File: config.mk
export PLATFORM = sky130hd
export DESIGN_NAME = pll_lock_supervisor
export DESIGN_NICKNAME = d
export VERILOG_FILES = /design/src/rtl/pll_lock_supervisor.sv
export SDC_FILE = /design/constraint.sdc
export NUM_CORES = 1
export LEC_CHECK = 0
export CAP_MARGIN = 10
export CORE_MARGIN = 2
export CORE_UTILIZATION = 52
export CTS_BUF_LIST = sky130_fd_sc_hd__clkbuf_8
export CTS_CLUSTER_SIZE = 24
export DETAILED_ROUTE_END_ITERATION = 12
export GPL_ROUTABILITY_DRIVEN = 0
export HOLD_SLACK_MARGIN = 0.12
export PLACE_DENSITY = 0.74
export SLEW_MARGIN = 20
export SYNTH_ARGS = -nofsm -noshare
export SYNTH_HDL_FRONTEND = slang
export SYNTH_SLANG_ARGS = --single-unit
File: constraint.sdc
create_clock -name clock -period 3.86 [get_ports clock]
set_clock_uncertainty 0.05 [all_clocks]
set_input_delay 0.386 -clock clock [delete_from_list [all_inputs] [get_ports clock]]
set_output_delay 0.386 -clock clock [all_outputs]
set_load 0.02 [all_outputs]
File: src/rtl/pll_lock_supervisor.sv
// Supervises an ECP5 EHXPLLL: pulses its RST, qualifies LOCK, then releases
// downstream domain resets one by one. Runs on the PLL reference clock.
module pll_lock_supervisor #(
  parameter int SYNC_STAGES    = 2,
  parameter int PLL_RST_CYCLES = 32,
  parameter int LOCK_TIMEOUT   = 65536,
  parameter int LOCK_STABLE    = 1024,
  parameter int RELEASE_GAP    = 16,
  parameter int NUM_DOMAINS    = 3,
  parameter int CNT_W          = 8
) (
  input  logic                   clock,
  input  logic                   reset_n,
  input  logic                   locked,
  input  logic                   clear_counts,
  output logic                   pll_rst,
  output logic [NUM_DOMAINS-1:0] rst_out,
  output logic                   ready,
  output logic [CNT_W-1:0]       lost_count,
  output logic [CNT_W-1:0]       timeout_count
);

  // One shared timer serves the reset pulse, lock timeout, stable count and release gap.
  localparam int MAX_AB = (LOCK_TIMEOUT > LOCK_STABLE + 1) ? LOCK_TIMEOUT : LOCK_STABLE + 1;
  localparam int MAX_CD = (PLL_RST_CYCLES > RELEASE_GAP) ? PLL_RST_CYCLES : RELEASE_GAP;
  localparam int MAXV   = (MAX_AB > MAX_CD) ? MAX_AB : MAX_CD;
  localparam int TW     = $clog2(MAXV + 1);

  localparam logic [TW-1:0] RST_LAST  = TW'(PLL_RST_CYCLES - 1);
  localparam logic [TW-1:0] TMO_LAST  = TW'(LOCK_TIMEOUT - 1);
  localparam logic [TW-1:0] STABLE_N  = TW'(LOCK_STABLE);
  localparam logic [TW-1:0] GAP_LAST  = TW'(RELEASE_GAP - 1);
  localparam logic [TW-1:0] TIMER_ONE = TW'(1);

  typedef enum logic [2:0] {
    PLL_RESET,
    WAIT_LOCK,
    STABLE,
    RELEASE,
    RUN
  } state_t;

  state_t                 state_q, state_d;
  logic [TW-1:0]          timer_q, timer_d;
  logic                   pll_rst_q, pll_rst_d;
  logic [NUM_DOMAINS-1:0] rst_out_q, rst_out_d;
  logic                   ready_q, ready_d;
  logic [CNT_W-1:0]       lost_q, timeout_q;
  logic                   lost_inc, timeout_inc;
  logic [SYNC_STAGES-1:0] sync_q;
  logic                   lock_s;
  logic [NUM_DOMAINS-1:0] rst_shift;

  always_ff @(posedge clock or negedge reset_n) begin
    if (!reset_n) begin
      sync_q <= '0;
    end else begin
      sync_q <= {sync_q[SYNC_STAGES-2:0], locked};
    end
  end

  assign lock_s    = sync_q[SYNC_STAGES-1];
  assign rst_shift = rst_out_q << 1;

  always_ff @(posedge clock or negedge reset_n) begin
    if (!reset_n) begin
      state_q   <= PLL_RESET;
      timer_q   <= '0;
      pll_rst_q <= 1'b1;
      rst_out_q <= '1;
      ready_q   <= 1'b0;
    end else begin
      state_q   <= state_d;
      timer_q   <= timer_d;
      pll_rst_q <= pll_rst_d;
      rst_out_q <= rst_out_d;
      ready_q   <= ready_d;
    end
  end

  always_comb begin
    state_d     = state_q;
    timer_d     = timer_q;
    pll_rst_d   = pll_rst_q;
    rst_out_d   = rst_out_q;
    ready_d     = ready_q;
    lost_inc    = 1'b0;
    timeout_inc = 1'b0;
    case (state_q)
      PLL_RESET: begin
        pll_rst_d = 1'b1;
        rst_out_d = '1;
        ready_d   = 1'b0;
        if (timer_q == RST_LAST) begin
          state_d   = WAIT_LOCK;
          timer_d   = '0;
          pll_rst_d = 1'b0;
        end else begin
          timer_d = timer_q + 1'b1;
        end
      end
      WAIT_LOCK: begin
        // Lock is checked first so it wins over a coincident timeout.
        if (lock_s) begin
          state_d = STABLE;
          timer_d = TIMER_ONE;
        end else if (timer_q == TMO_LAST) begin
          state_d     = PLL_RESET;
          timer_d     = '0;
          pll_rst_d   = 1'b1;
          timeout_inc = 1'b1;
        end else begin
          timer_d = timer_q + 1'b1;
        end
      end
      STABLE: begin
        if (!lock_s) begin
          state_d = WAIT_LOCK;
          timer_d = '0;
        end else if (timer_q == STABLE_N) begin
          timer_d   = '0;
          rst_out_d = rst_shift;
          if (rst_shift == '0) begin
            state_d = RUN;
            ready_d = 1'b1;
          end else begin
            state_d = RELEASE;
          end
        end else begin
          timer_d = timer_q + 1'b1;
        end
      end
      RELEASE: begin
        if (!lock_s) begin
          state_d   = PLL_RESET;
          timer_d   = '0;
          pll_rst_d = 1'b1;
          rst_out_d = '1;
          ready_d   = 1'b0;
          lost_inc  = 1'b1;
        end else if (timer_q == GAP_LAST) begin
          timer_d   = '0;
          rst_out_d = rst_shift;
          if (rst_shift == '0) begin
            state_d = RUN;
            ready_d = 1'b1;
          end
        end else begin
          timer_d = timer_q + 1'b1;
        end
      end
      RUN: begin
        if (!lock_s) begin
          state_d   = PLL_RESET;
          timer_d   = '0;
          pll_rst_d = 1'b1;
          rst_out_d = '1;
          ready_d   = 1'b0;
          lost_inc  = 1'b1;
        end
      end
      default: begin
        state_d   = PLL_RESET;
        timer_d   = '0;
        pll_rst_d = 1'b1;
        rst_out_d = '1;
        ready_d   = 1'b0;
      end
    endcase
  end

  // Event counters saturate; a clear request overrides any increment.
  always_ff @(posedge clock or negedge reset_n) begin
    if (!reset_n) begin
      lost_q    <= '0;
      timeout_q <= '0;
    end else if (clear_counts) begin
      lost_q    <= '0;
      timeout_q <= '0;
    end else begin
      if (lost_inc && (lost_q != '1)) begin
        lost_q <= lost_q + 1'b1;
      end
      if (timeout_inc && (timeout_q != '1)) begin
        timeout_q <= timeout_q + 1'b1;
      end
    end
  end

  assign pll_rst       = pll_rst_q;
  assign rst_out       = rst_out_q;
  assign ready         = ready_q;
  assign lost_count    = lost_q;
  assign timeout_count = timeout_q;

endmodule

==> impl_metrics.py, run 1 <==
metrics = {
    "global_routing": {
        "antenna_found_initial": 0,
        "gr-usage-met1": 0.328,
        "grtUsageMet2": 0.335,
        "overflow": 0,
        "grt_pass1_vias": 1999,
        "busiest_layer": "met2",
        "grt_max_degree": 44,
        "grt_pass1_wl_um": 9600,
        "grtUsageTotal": 0.221,
        "use_met3": 0.0402,
    },
    "cells_and_area": {
        "ff_latch_area_um2": 1080,
        "instances_no_fill": 349,
        "final_util": 0.617,
        "fillCellCount": 392,
        "multi_input_area_um2": 1410,
        "area_growth_pct": 13.6,
        "drive_gt1_frac": 0.142,
        "nNetsFinal": 291,
        "antenna_cells": 0,
    },
    "placed_design": {
        "dp_cells": 340,
        "io_buffers": 24,
        "dp_hpwl_um": 3830,
        "place_ws_ns": 0.963,
    },
    "synthesis": {
        "synth-edff-count": 0,
        "synthArstFlopShare": 1.00,
        "syn-num-nets": 269,
        "yosysTopAreaCell": "dfrtp_1",
        "synth.top_cell.area_share": 0.375,
        "ys_seq_area_frac": 0.416,
        "syn_avg_cell_area_um2": 10.0,
        "synth-main-ff-cell": "dfrtp_1",
        "yosysWarningCount": 0,
        "netlist_area_um2": 2600,
        "ys_seq_elements": 43,
        "synth_area_leaders": "dfrtp_1, dfstp_2, xor2_1",
        "synth_cell_types": 58,
        "synth_cells": 259,
    },
    "timing": {
        "setup_viol": 0,
        "fin_crit_sh": 0.765,
        "hold_ws_ns": 0.306,
        "slew_headroom": 0.566,
        "worstMarginPinSlew_ns": 0.651,
        "finalWorstSetupSlack_ns": 0.909,
        "final_max_slew_viol_count": 0,
        "tns_ns": 0,
        "period_minus_slack_ns": 2.95,
        "hold_viol": 0,
        "fmax_ghz": 0.339,
        "grt_setup_unrepaired": "false",
    },
    "hold_path": {
        "hp-class": "reg2reg",
        "whs_path_depth": 0,
    },
    "cts": {
        "cts_setup_buffers": 0,
        "worstSkewPairLatency_ns": 0.30,
        "clock_path_buffers": 2,
        "numCtsBuffers": 5,
        "clk_pin_slew_ns": 0.09,
        "cts_tree": "built",
        "cts-root-buf": "clkbuf_8",
        "cts.sinks": 43,
        "h-tree-depth": 2,
    },
    "floorplanning": {
        "core_um2": 4790,
        "rows": 25,
        "die_area_um2": 5580,
        "die_width_um": 74.7,
        "boundaryPins": 25,
        "die_h_um": 74.7,
        "start_util": 0.544,
    },
    "drt": {
        "ant_nets": 0,
        "drc": 0,
        "viasPerCell": 5.97,
        "first_iter_violations": 211,
        "num_vias": 2082,
        "drt-total-wl_um": 5500,
        "drtPass1Iterations": 4,
        "wl_per_cell_um": 15.8,
    },
    "power_and_ir_drop": {
        "leakage_uw": 0.00125,
        "peakVddDrop_v": 0.000397,
        "p_per_area_nw_per_um2": 462,
    },
    "worst_setup_path": {
        "cp.required_ns": 3.98,
        "reg2reg_slack_ns": 0.91,
        "crit_path_start_kind": "register",
        "crit_fanout": 7,
        "arrival_ns": 3.07,
        "worstSetupPathType": "reg2reg",
        "rr_worst_depth": 10,
        "cp-end-kind": "register",
    },
    "job": {
        "cap_violations": 0,
    },
    "outcome": {
        "status": "complete, no violations",
    },
}
final cells by class:
cell class | count | area share
Inverter | 12 | 0.0152
Clock buffer | 5 | 0.0233
Tap cell | 67 | 0.0284
Timing Repair Buffer | 25 | 0.0839
Clock inverter | 3 | 0.00508
Sequential cell | 43 | 0.366
Multi-Input combinational cell | 194 | 0.478
kinds of logic (layout without fill, tap and decap cells):
group / Yosys count / after routing / share of synthesized area
AOI/OAI and AO/OA: 67 / 67 / 0.211
muxes: 3 / 3 / 0.0125
and+or+nand+nor: 104 / 104 / 0.244
xor gates and xnor gates: 14 / 14 / 0.0471
DFF: 43 / 43 / 0.416
adders and majority gates: 6 / 6 / 0.0289
buffers and inverters: 22 / 45 / 0.0414
through the flow:
stage	total power [µW]	instance area (µm²)
6_report	1370	2950
5_1_grt	1450	2950
3_5_place_dp	1090	2860
4_1_cts	1370	2940
3_3_place_gp	1080	2860
2_1_floorplan	968	2600
Yosys cell counts, types with 4 or more instances:
library cell   n
a21oi_1       10
a31oi_1        4
a41o_1         4
and3_1         9
clkbuf_1       4
dfrtp_1       39
dfstp_2        4
ha_1           6
inv_1         12
nand2_1       22
nand2b_1       6
nand3_1        9
nand4_1       10
nor2_1        20
o21ai_0       16
o2bb2ai_2      4
xnor2_1        4
xor2_1        10
layout by cell type (no fill, tap or decap), types with 2 or more instances in the layout:
| cell type | instances |
|---|---|
| nor2_2 | 2 |
| or3_1 | 2 |
| xnor2_1 | 4 |
| nand3b_1 | 2 |
| a41o_1 | 4 |
| a21o_1 | 2 |
| xor2_1 | 10 |
| o21ai_2 | 3 |
| nand4_1 | 10 |
| nand2_1 | 22 |
| nor2_1 | 20 |
| and4_1 | 3 |
| and2_1 | 3 |
| o22a_1 | 2 |
| ha_1 | 6 |
| a31oi_1 | 4 |
| o2bb2ai_2 | 4 |
| dfrtp_1 | 39 |
| mux2_1 | 2 |
| nor3_1 | 3 |
| o31ai_1 | 2 |
| nand4_2 | 2 |
| a211o_1 | 3 |
| inv_1 | 12 |
| nor4_4 | 3 |
| dfstp_2 | 4 |
| nand2b_1 | 6 |
| o21ai_0 | 16 |
| a21oi_1 | 10 |
| clkdlybuf4s50_1 | 23 |
| a22oi_1 | 2 |
| nand3_1 | 9 |
| clkbuf_8 | 5 |
| and3_1 | 9 |
| a31o_2 | 3 |
| clkinv_2 | 3 |
path summary, 6_finish.rpt:
kind | startpoint | endpoint
max | timer_q[0] | timer_q[4]
min | sync_q[0] | sync_q[1]
max reg2reg | timer_q[0] | timer_q[4]
min reg2reg | sync_q[0] | sync_q[1]
max in group asynchronous | reset_n | rst_out[0]
min in group asynchronous | reset_n | timeout_count[2]
repair_timing:
item | 4_1_cts | 5_1_grt
hold buffers | 0 | 1
gates resized for setup | 0 | 0
endpoints found under the hold margin | 0 | 39
power breakdown:
group / switching, µW / total [µW] / internal (µW)
clock network: 154 / 278 / 124
logic: 311 / 504 / 193
registers: 78.5 / 584 / 505
state kept, by name, indices dropped and copies added, names as in the netlist:
register / flops
lost_count: 8
pll_rst: 1
ready: 1
rst_out: 3
state_q: 3
sync_q: 2
timeout_count: 8
timer_q: 17
worst max-delay path, stage by stage (launching register included):
cell and delay [ns]:
dfrtp_1 0.46, ha_1 0.23, and4_1 0.28, and2_1 0.21, nand3_1 0.12, inv_1 0.08
ha_1 0.28, and2b_1 0.27, a211oi_4 0.27, and3_1 0.46, o2bb2ai_2 0.10
layer usage:
layer  share of wire  vias up
met3           0.040        6
met5               0        -
met4           0.011        0
met1            0.50     1031
li1                -      995
met2            0.45       50
No activity file was read; power rests on OpenSTA's default activity.
==> run 2, diff against run 1 <==
--- a/config.mk
+++ b/config.mk
@@ -13,7 +13,7 @@
 export DETAILED_ROUTE_END_ITERATION = 12
 export GPL_ROUTABILITY_DRIVEN = 0
 export HOLD_SLACK_MARGIN = 0.12
-export PLACE_DENSITY = 0.74
+export PLACE_DENSITY = 0.76
 export SLEW_MARGIN = 20
 export SYNTH_ARGS = -nofsm -noshare
 export SYNTH_HDL_FRONTEND = slang
==> constraint.sdc (replaced) <==
create_clock -name clock -period 2.51 [get_ports clock]
set_clock_uncertainty 0.05 [all_clocks]
set_input_delay 0.251 -clock clock [delete_from_list [all_inputs] [get_ports clock]]
set_output_delay 0.251 -clock clock [all_outputs]
set_load 0.02 [all_outputs]
==> run 2 against run 1 <==
  * Cell area is 7.9% higher
  * Via count is 2.4% higher
  * Combinational power rose by 79%
  * Non-clock buffer count is 24 higher
  * Critical path type unchanged
==> impl_metrics.py, run 2 (synthesis results as in run 1) <==
metrics = {
    "floorplanning": {
        "boundaryPins": 25,
        "die_h_um": 74.7,
        "start_util": 0.544,
        "die_width_um": 74.7,
        "rows": 25,
        "core_um2": 4790,
        "die_area_um2": 5580,
    },
    "global_routing": {
        "grtUsageTotal": 0.213,
        "grt_pass1_vias": 1910,
        "antenna_found_initial": 0,
        "grt_pass1_wl_um": 9030,
        "overflow": 0,
        "grt_max_degree": 44,
    },
    "worst_setup_path": {
        "cp-end-kind": "register",
        "crit_family": "simple AND/OR/NAND/NOR gates",
        "cp.required_ns": 2.64,
        "crit_path_start_kind": "register",
        "path_buf_inv": 2,
        "crit_fanout": 4,
        "path_cells": "ha_2 > and4_4 > and2_4 > nand3_2 > inv_2 > ha_4 > and2b_2 > a211oi_4 > buf_4 > a31oi_1 > a41o_1",
        "max_stage_delay_ns": 0.40,
        "arrival_ns": 2.57,
        "critPathSlowestCell": "dfrtp_1",
        "worstSetupPathType": "reg2reg",
    },
    "timing": {
        "worstMarginPinSlew_ns": 0.577,
        "setup_viol": 0,
        "hold_ws_ns": 0.306,
        "finalWorstSetupSlack_ns": 0.0772,
        "period_minus_slack_ns": 2.43,
        "final_max_slew_viol_count": 0,
        "hold_viol": 0,
        "slew_headroom": 0.614,
        "fmax_ghz": 0.411,
        "fin_crit_sh": 0.969,
    },
    "cts": {
        "h-tree-depth": 2,
        "cts.sinks": 43,
        "worstSkewPairLatency_ns": 0.30,
        "clk_pin_slew_ns": 0.08,
        "numCtsBuffers": 5,
        "clock_path_buffers": 2,
        "cts-root-buf": "clkbuf_8",
        "cts_tree": "built",
    },
    "drt": {
        "wl_per_cell_um": 15.1,
        "drt-total-wl_um": 5630,
        "ant_nets": 0,
        "drtPass1Iterations": 4,
        "first_iter_violations": 227,
        "num_vias": 2132,
        "drc": 0,
        "viasPerCell": 5.72,
    },
    "cells_and_area": {
        "final_cell_mix": "dfrtp_1, buf_4, clkdlybuf4s50_1",
        "antenna_cells": 0,
        "regMostFlops": "timer_q",
        "largest_register_ffs": 17,
        "area_growth_pct": 22.6,
        "nNetsFinal": 315,
        "drive_gt1_frac": 0.232,
        "design_area_um2": 3190,
        "final_common_cell": "dfrtp_1",
    },
    "power_and_ir_drop": {
        "leakage_uw": 0.00137,
        "swShare": 0.377,
        "seq_power_share": 0.386,
        "p_int_uw": 1410,
        "p_comb_frac": 0.400,
        "switching_power_uw": 852,
        "p_per_area_nw_per_um2": 708,
        "peakVddDrop_v": 0.000553,
        "p_clk_frac": 0.214,
    },
    "placed_design": {
        "dp_hpwl_um": 3980,
        "io_buffers": 24,
        "place_ws_ns": 0.0523,
        "placed_cell_area_um2": 3000,
    },
    "outcome": {
        "status": "complete, no violations",
    },
    "job": {
        "cap_violations": 0,
    },
    "hold_path": {
        "hp-class": "reg2reg",
    },
}
==> run 2: cell types whose count changed in the layout (fill, tap and decap cells not counted), sizes merged <==
| cell | change |
|---|---|
| buf | +24 |
| clkinv | -3 |
| clkbuf | +2 |
| clkinvlp | +1 |
==> run 2: per-layer routing <==
layer | vias up | track usage | wire length (µm)
li1 | 1043 | - | -
met1 | 1027 | 0.300 | 2680
met2 | 56 | 0.328 | 2640
met3 | 6 | 0.0415 | 240
met4 | 0 | 0.0774 | 63
met5 | - | 0 | 0
==> run 2: per-stage QoR <==
step	TNS, ns	cells	util	total power (µW)
6_report	0	373	0.666	2260
5_1_grt	-0.143	373	0.666	2390
4_1_cts	0	368	0.651	2230
3_5_place_dp	0	359	0.627	1740
3_3_place_gp	0	359	0.627	1720
2_1_floorplan	0	259	-	1490
==> run 2: final cells by class <==
| type | count | area [µm²] |
|---|---|---|
| clock buffer | 7 | 96.3 |
| clock inverter | 1 | 7.51 |
| fill | 362 | 1600 |
| inverter | 12 | 45.0 |
| multi-input combinational | 194 | 1450 |
| sequential | 43 | 1080 |
| tap | 67 | 83.8 |
| timing repair buffer | 49 | 428 |
==> run 2: what timing repair did <==
action,CTS,global route
setup buffers,0,5
setup endpoints to repair,0,18
hold buffers,1,0
resized for setup,0,9
hold endpoints to repair,39,0
==> run 2: final timing paths <==
| check | start | end | cells after the start | slack [ns] |
|---|---|---|---|---|
| worst min register to register | sync_q[0] | sync_q[1] | 0 | 0.31 |
| worst max register to register | timer_q[1] | timer_q[10] | 11 | 0.08 |
| min in group asynchronous | reset_n | lost_count[0] | 2 | 0.45 |
| max in group asynchronous | reset_n | rst_out[2] | 2 | 1.59 |
| worst min-delay path | sync_q[0] | sync_q[1] | 0 | 0.31 |
| worst max-delay path | timer_q[1] | timer_q[10] | 11 | 0.08 |
==> run 2: power by group through the flow <==
stage	Sequential, µW	Combinational [µW]	Clock, µW
3_3_place_gp	881	836	0
3_5_place_dp	885	852	0
2_1_floorplan	885	604	0
5_1_grt	885	986	522
4_1_cts	872	856	500
6_report	872	903	482
==> run 2: worst reg2reg max path, cell delays in order, from the launching register on <==
cell and delay [ns]:
dfrtp_1 0.40, ha_2 0.20, and4_4 0.23, and2_4 0.14
nand3_2 0.09, inv_2 0.08, ha_4 0.14, and2b_2 0.26
a211oi_4 0.27, buf_4 0.16, a31oi_1 0.08, a41o_1 0.22
==> run 3, diff against run 2 <==
--- a/config.mk
+++ b/config.mk
@@ -5,8 +5,7 @@
 export SDC_FILE = /design/constraint.sdc
 export NUM_CORES = 1
 export LEC_CHECK = 0
-export CAP_MARGIN = 10
-export CORE_MARGIN = 2
+export CAP_MARGIN = 20
 export CORE_UTILIZATION = 52
 export CTS_BUF_LIST = sky130_fd_sc_hd__clkbuf_8
 export CTS_CLUSTER_SIZE = 24
==> run 3 against run 2 <==
  * Worst setup slack worse by 0.0055 ns
  * Register-to-register slack barely moved
  * Critical path depth stayed put
  * Combinational power is 2% higher
  * Final cell count decreased by 0.54%
  * Die area down 5.3%
  * Fmax down 0.23%
  * Global-route usage increased by 2.3 points
  * Clock power down 10%
  * Count of clock-buffer cells in the layout is 2 lower
  * Via count is 3.6% higher
  * Critical path type unchanged
  * Largest power group unchanged
==> impl_metrics.py, run 3 (synthesis results as in run 1) <==
metrics = {
    "worst_setup_path": {
        "rr_worst_depth": 11,
        "path_cells": "ha_2 > and4_1 > and2_1 > nand3_1 > inv_2 > ha_4 > and2b_2 > a211oi_4 > buf_4 > a31oi_1 > a41o_1",
        "reg2reg_slack_ns": 0.07,
        "crit_family": "simple AND/OR/NAND/NOR gates",
        "cp-end-kind": "register",
        "cp.required_ns": 2.64,
        "critPathSlowestCell": "dfrtp_1",
        "cp_num_cells": 11,
        "crit_path_start_kind": "register",
        "arrival_ns": 2.57,
        "path_buf_inv": 2,
        "max_stage_delay_ns": 0.37,
        "crit_fanout": 4,
        "worstSetupPathType": "reg2reg",
    },
    "floorplanning": {
        "rows": 25,
        "core_um2": 4750,
        "die_h_um": 72.7,
        "die_area_um2": 5290,
        "start_util": 0.547,
        "boundaryPins": 25,
        "die_width_um": 72.7,
    },
    "hold_path": {
        "hp-class": "reg2reg",
        "whs_path_depth": 0,
    },
    "timing": {
        "hold_viol": 0,
        "tns_ns": 0,
        "slew_headroom": 0.592,
        "hold_ws_ns": 0.307,
        "fmax_ghz": 0.410,
        "period_minus_slack_ns": 2.44,
        "fin_crit_sh": 0.971,
        "final_max_slew_viol_count": 0,
        "worstMarginPinSlew_ns": 0.611,
        "setup_viol": 0,
    },
    "cells_and_area": {
        "largest_register_ffs": 17,
        "drive_gt1_frac": 0.224,
        "antenna_cells": 0,
        "regMostFlops": "timer_q",
        "fillCellCount": 395,
        "final_cell_mix": "dfrtp_1, clkdlybuf4s50_1, buf_4",
        "nNetsFinal": 313,
        "instances_no_fill": 371,
        "final_util": 0.664,
        "area_growth_pct": 21.4,
        "design_area_um2": 3160,
        "final_common_cell": "dfrtp_1",
    },
    "drt": {
        "drt-total-wl_um": 5850,
        "num_vias": 2209,
        "ant_nets": 0,
        "drtPass1Iterations": 4,
        "first_iter_violations": 164,
        "viasPerCell": 5.95,
        "wl_per_cell_um": 15.8,
        "drc": 0,
    },
    "cts": {
        "cts.sinks": 43,
        "h-tree-depth": 2,
        "cts_tree": "built",
        "clock_path_buffers": 2,
        "numCtsBuffers": 5,
        "clk_pin_slew_ns": 0.09,
        "cts-root-buf": "clkbuf_8",
        "worstSkewPairLatency_ns": 0.29,
    },
    "power_and_ir_drop": {
        "peakVddDrop_v": 0.000702,
        "p_per_area_nw_per_um2": 704,
        "leakage_uw": 0.00137,
    },
    "global_routing": {
        "grt_pass1_wl_um": 9500,
        "grt_pass1_vias": 2063,
        "antenna_found_initial": 0,
        "grt_max_degree": 44,
        "overflow": 0,
        "grtUsageTotal": 0.236,
    },
    "placed_design": {
        "io_buffers": 24,
        "dp_hpwl_um": 4070,
        "placed_cell_area_um2": 3000,
        "dp_cells": 359,
    },
    "job": {
        "cap_violations": 0,
    },
    "outcome": {
        "status": "complete, no violations",
    },
}
[run 3: cell types whose count changed in the layout (fill, tap and decap cells not counted), sizes merged]
cell      before  now
clkbuf         7    5
clkinvlp       1    0
clkinv         0    3
buf           25   23
[run 3: final cells by class]
class | count | area (µm²) | share of cell area
Tap cell | 67 | 83.8 | 0.0266
Clock inverter | 3 | 15.0 | 0.00476
Clock buffer | 5 | 68.8 | 0.0218
Sequential cell | 43 | 1080 | 0.342
Inverter | 12 | 45.0 | 0.0143
Multi-Input combinational cell | 194 | 1450 | 0.459
Timing Repair Buffer | 47 | 413 | 0.131
[run 3: what timing repair did]
action,in CTS,in global routing
gates resized for setup,3,6
pin swaps,1,1
buffers inserted,2,1
hold endpoints to repair,39,0
hold buffers,1,0
setup endpoints to repair,13,18
[run 3: per-stage QoR]
stage / power [µW] / setup WS [ns]
global route: 2360 / -0.0119
detailed placement: 1750 / -0.0158
global placement: 1720 / 0.0926
CTS: 2210 / 0.00979
floorplan: 1490 / 0.0840
finish: 2220 / 0.0717
[run 3: worst register-to-register path: stages (launching register included)]
cell      delay [ns]
dfrtp_1         0.37
ha_2            0.21
and4_1          0.21
and2_1          0.15
nand3_1         0.12
inv_2           0.10
ha_4            0.15
and2b_2         0.27
a211oi_4        0.22
buf_4           0.17
a31oi_1         0.10
a41o_1          0.22
[run 3: where the power goes]
group | switching, µW | internal [µW]
clock network | 241 | 191
logic | 549 | 374
registers | 91.7 | 777
[run 3: routing by layer]
layer  track usage  up-vias  share of wire
met5             0        -              0
met4         0.107        0          0.017
met3        0.0511       12          0.053
li1              -     1040              -
met1         0.330     1076           0.47
met2         0.351       81           0.46
[run 3: worst paths after layout]
| check | to | startpoint |
|---|---|---|
| min in group asynchronous | timeout_count[4] | reset_n |
| worst min register to register | sync_q[1] | sync_q[0] |
| max in group asynchronous | pll_rst | reset_n |
| worst max register to register | timer_q[9] | timer_q[0] |
| worst min-delay path | sync_q[1] | sync_q[0] |
| worst max-delay path | timer_q[9] | timer_q[0] |
